===== src/rtl/bin_to_digit_conv.sv =====
// Sequential shift-add-3 binary-to-BCD converter for the status display digits,
// with 9999 saturation, leading-zero blank mask and optional vblank-synced publish.
module bin_to_digit_conv #(
    parameter int WIDTH      = 14,
    parameter bit SYNC_VBLNK = 1'b1
) (
    input  logic             clk,
    input  logic             rst,
    input  logic [WIDTH-1:0] value_in,
    input  logic             load_in,
    input  logic             vblnk_in,
    output logic             busy_out,
    output logic             done_out,
    output logic             ovf_out,
    output logic [3:0]       digit3_out,
    output logic [3:0]       digit2_out,
    output logic [3:0]       digit1_out,
    output logic [3:0]       digit0_out,
    output logic [3:0]       blank_out
);
    localparam int CW = $clog2(WIDTH);
    localparam logic [WIDTH-1:0] SAT = WIDTH'(9999);

    typedef enum logic [1:0] {IDLE, SHIFT, WAIT_VB} state_t;

    state_t           state;
    logic [WIDTH-1:0] bin;
    logic [15:0]      bcd;
    logic [CW-1:0]    cnt;
    logic             fin;
    logic             ovf_stage;
    logic             vb_q;
    logic             pub;
    logic [15:0]      bcd_adj;

    function automatic logic [15:0] add3(input logic [15:0] b);
        logic [15:0] r;
        r = b;
        for (int unsigned i = 0; i < 4; i++) begin
            if (b[4*i +: 4] >= 4'd5)
                r[4*i +: 4] = b[4*i +: 4] + 4'd3;
        end
        return r;
    endfunction

    function automatic logic [3:0] blank_of(input logic [15:0] b);
        logic [3:0] m;
        m[3] = (b[15:12] == 4'd0);
        m[2] = m[3] & (b[11:8] == 4'd0);
        m[1] = m[2] & (b[7:4] == 4'd0);
        m[0] = 1'b0;
        return m;
    endfunction

    // SHIFT spans WIDTH shift edges plus one finishing edge (fin) that hands the
    // accumulator off, giving the WIDTH+1 load-to-done latency.
    always_comb begin
        pub = 1'b0;
        if (state == SHIFT && fin && !SYNC_VBLNK)
            pub = 1'b1;
        else if (state == WAIT_VB && !load_in && vblnk_in && !vb_q)
            pub = 1'b1;
    end

    assign bcd_adj = add3(bcd);

    always_ff @(posedge clk or posedge rst) begin
        if (rst) begin
            state     <= IDLE;
            bin       <= '0;
            bcd       <= '0;
            cnt       <= '0;
            fin       <= 1'b0;
            ovf_stage <= 1'b0;
            vb_q      <= 1'b0;
            busy_out  <= 1'b0;
        end else begin
            vb_q <= vblnk_in;
            if ((state == IDLE || state == WAIT_VB) && load_in) begin
                if (32'(value_in) > 32'd9999) begin
                    bin       <= SAT;
                    ovf_stage <= 1'b1;
                end else begin
                    bin       <= value_in;
                    ovf_stage <= 1'b0;
                end
                bcd      <= '0;
                cnt      <= CW'(WIDTH - 1);
                fin      <= 1'b0;
                busy_out <= 1'b1;
                state    <= SHIFT;
            end else begin
                case (state)
                    SHIFT: begin
                        if (fin) begin
                            fin      <= 1'b0;
                            busy_out <= 1'b0;
                            state    <= SYNC_VBLNK ? WAIT_VB : IDLE;
                        end else begin
                            bcd <= {bcd_adj[14:0], bin[WIDTH-1]};
                            bin <= {bin[WIDTH-2:0], 1'b0};
                            if (cnt == '0)
                                fin <= 1'b1;
                            else
                                cnt <= cnt - 1'b1;
                        end
                    end
                    WAIT_VB: if (pub) state <= IDLE;
                    default: state <= IDLE;
                endcase
            end
        end
    end

    always_ff @(posedge clk or posedge rst) begin
        if (rst) begin
            done_out   <= 1'b0;
            ovf_out    <= 1'b0;
            digit3_out <= '0;
            digit2_out <= '0;
            digit1_out <= '0;
            digit0_out <= '0;
            blank_out  <= 4'b1110;
        end else begin
            done_out <= pub;
            if (pub) begin
                ovf_out    <= ovf_stage;
                digit3_out <= bcd[15:12];
                digit2_out <= bcd[11:8];
                digit1_out <= bcd[7:4];
                digit0_out <= bcd[3:0];
                blank_out  <= blank_of(bcd);
            end
        end
    end
endmodule


===== config.mk =====
export PLATFORM = sky130hd
export DESIGN_NAME = bin_to_digit_conv
export DESIGN_NICKNAME = d
export VERILOG_FILES = /design/src/rtl/bin_to_digit_conv.sv
export SDC_FILE = /design/constraint.sdc
export NUM_CORES = 1
export LEC_CHECK = 0
export BUFFER_PORTS_ARGS = -buffer_cell sky130_fd_sc_hd__buf_2
export CAP_MARGIN = 0
export CELL_PAD_IN_SITES_DETAIL_PLACEMENT = 1
export CELL_PAD_IN_SITES_GLOBAL_PLACEMENT = 1
export CORE_MARGIN = 10
export CORE_UTILIZATION = 45
export DETAILED_ROUTE_END_ITERATION = 8
export MAX_ROUTING_LAYER = met4
export PLACE_DENSITY = 0.87
export SETUP_SLACK_MARGIN = 0.15
export SLEW_MARGIN = 25
export SYNTH_ARGS = -nofsm -noshare
export SYNTH_HDL_FRONTEND = slang
export SYNTH_SLANG_ARGS = --single-unit

===== constraint.sdc =====
create_clock -name clk -period 2.9 [get_ports clk]
set_input_delay 0.29 -clock clk [delete_from_list [all_inputs] [get_ports clk]]
set_output_delay 0.29 -clock clk [all_outputs]
set_load 0.01 [all_outputs]

==> results.cfg <==
[routing]
drc = 0
viasPerCell = 5.68
wirelength_microns = 7170
ant_nets = 0
num_vias = 2268
wire_per_inst_microns = 18.0
drt_iter0_markers = 116
dr.pass1.iters = 4

[logic_synthesis]
ys_types = 46
ys_ff_latch = 61
async_flop_share_pct = 100
avgSynthCellArea_sq_um = 10.9
yosys.area_share.simple_pct = 12.0
synth_edf_count = 0
ys_warn_count = 0
synth_top_family_by_area = compound AO/OA/AOI/OAI gates
synth_area_sq_um = 3010
ys_seq_area_share_pct = 50.9
synthMuxAreaShare_pct = 9.86
synthCells = 277
synth_adder_area_share_pct = 4.99
synth_compound_area_share_pct = 15.8
synth_flop_cell = dfrtp_1
synth-xor-area-share_pct = 1.46
syn-num-nets = 307

[floorplan]
core-area_sq_um = 6420
die_w_microns = 102
dieArea_sq_um = 10400
start_util_pct = 46.8
dieHeight_microns = 102
rows = 29
ios = 41

[timing]
post-route-period-util_pct = 77.5
max_freq_mhz = 445
finalSetupTns_ps = 0
layout_min_cycle_time_ps = 2250
tightest_slew_ps = 759
slew-limit-headroom_pct = 49.4
skew_ps = 8.68
finalHoldViolCount = 0
final_max_slew_viol_count = 0
whs_ps = 56.3
rsz0062_at_grt = false
setup_viol = 0

[global_routing]
grt.overflow.total = 0
grt_max_degree = 40
grt_pass1_wl_microns = 12200
grt_pass1_vias = 2429
grt_antenna_before_repair = 0
grtUsageTotal_pct = 15.7

[clock_tree]
cts_max_level = 3
cts_setup_buffers = 0
cts-root-buf = clkbuf_8
numCtsBuffers = 9
cts_sinks = 61
clockBufferDepth = 2
clkTransAtPathRegs_ps = 70
cts_tree = built
insertion_delay_ps = 360

[placement]
port_buffers = 39
place_congestion = 0.755
dp_hpwl_microns = 4970

[critical_path]
path_class = reg2reg
cp-end-kind = flop
cp.required_ps = 3140
startpoint_type = flop
cp.arrival_ps = 2490
worstPathMaxFanout = 38
cp-startpoint = state[0]
r2r_start = state[0]

[pwr]
p_leak_uw = 0.00168
total_power_uw = 3490
pwr_density_cell_nw_per_um2 = 1010
ir_worst_vdd_v = 0.000298

[finish]
finalNetCount = 347
n_fill_cell = 735
drive_gt1_share_pct = 27.6
fin_util_pct = 53.8
num_antenna_cells = 0
area_delta_synth_final_pct = 14.9

[run_status]
status = finished, final reports clean

[hold_path]
hp-class = in2reg
hp-start = vblnk_in

[flow_run]
max_cap_viol_count = 0
-- cells in the mapped netlist (2+ instances only) --
| library cell | count | share of area (%) |
|---|---|---|
| nand2b_1 | 4 | 0.83 |
| mux2i_1 | 3 | 1.0 |
| ha_1 | 12 | 5.0 |
| dfrtp_1 | 58 | 48 |
| nand3_1 | 15 | 2.5 |
| a211oi_1 | 4 | 1.0 |
| o21a_1 | 5 | 1.2 |
| xnor2_1 | 5 | 1.5 |
| inv_1 | 14 | 1.7 |
| nor2_1 | 17 | 2.1 |
| mux2_4 | 8 | 4.0 |
| a21oi_1 | 20 | 3.3 |
| mux2_2 | 13 | 4.9 |
| nor3_1 | 4 | 0.67 |
| a31oi_1 | 5 | 1.0 |
| nor3b_1 | 3 | 0.75 |
| nand2_1 | 13 | 1.6 |
| dfstp_2 | 3 | 2.6 |
| o21ai_0 | 26 | 4.3 |
| buf_6 | 2 | 0.75 |
| clkbuf_1 | 6 | 0.75 |
| buf_2 | 3 | 0.50 |
| a32o_1 | 5 | 1.7 |
| o31ai_1 | 7 | 1.7 |
-- sequential cells by signal, indices dropped and copies added (netlist names), 2 cells and up --
name	flops
bcd	16
cnt	4
blank_out	3
state	2
digit3_out	4
bin	14
digit2_out	4
digit1_out	4
digit0_out	4
-- kinds of logic after synthesis --
kind of cell / count (synthesis)
flops: 61
other cells: 1
mux: 24
buf+inv: 29
xor+xnor: 5
simple gates: 69
compound gates: 76
fa+ha+maj: 12
-- layout by cell type, fill, tap and decap left out, types with 5 or more instances in the layout --
cell      netlist  layout
a21oi_1        20      20
a31oi_1         5       5
a32o_1          5       5
buf_2           3      39
clkbuf_8        0      10
dfrtp_1        58      58
ha_1           12      12
inv_1          14      13
mux2_2         13      13
mux2_4          8       8
nand2_1        13      13
nand3_1        15      15
nor2_1         17      17
o21a_1          5       5
o21ai_0        26      26
o31ai_1         7       7
xnor2_1         5       5
-- report_power, final --
part / internal, uW / total [uW] / switching [uW]
clock network: 503 / 847 / 344
logic: 541 / 1240 / 695
registers: 1130 / 1400 / 273
total: 2170 / 3490 / 1310
-- critical path, cell delays in order (launching register included) --
cell     delay (ps)
dfrtp_1         660
or3b_2          810
nand2_2         300
o31ai_1         110
a32o_1          220
-- metal layers --
metal  vias to the layer above  routed length [microns]  GRT usage (%)
met4                         0                      159           6.93
met1                      1140                     3070           17.8
met3                        14                      338           4.15
met5                         -                        0              -
li1                       1062                        -              -
met2                        52                     3600           25.4
-- worst paths after layout --
path                           endpoint  slack [ps]  cells after the start
max                              bcd[7]         650                      4
min                                vb_q          60                      1
max reg2reg                      bcd[7]         650                      4
min reg2reg                blank_out[3]         490                      2
max in group asynchronous       bin[11]        1520                      4
min in group asynchronous      done_out         500                      3
-- final cells by class --
cell class              instances  area [sq um]  share of cell area [%]
flip-flops and latches         61          1530                    44.3
multi-input cells             187          1330                    38.5
repair buffers                 43           228                    6.59
clock buffers                  11           141                    4.09
well taps                      77          96.3                    2.79
clock inverters                 5          75.1                    2.17
inverters                      15          56.3                    1.63
-- stage by stage --
| stage | setup slack, ps | cells | instance area [sq um] |
|---|---|---|---|
| global placement | 782 | 382 | 3230 |
| CTS | 651 | 399 | 3460 |
| detailed placement | 701 | 382 | 3230 |
| floorplan | 1100 | 277 | 3010 |
| global route | 507 | 399 | 3460 |
| finish | 653 | 399 | 3460 |
-- repair_timing --
| action | 4_1_cts | 5_1_grt |
|---|---|---|
| resized for setup | 0 | 0 |
| endpoints found under the hold margin | 19 | 0 |
| hold buffers | 1 | 0 |
Note: power is estimated with default switching activity, not from simulation.
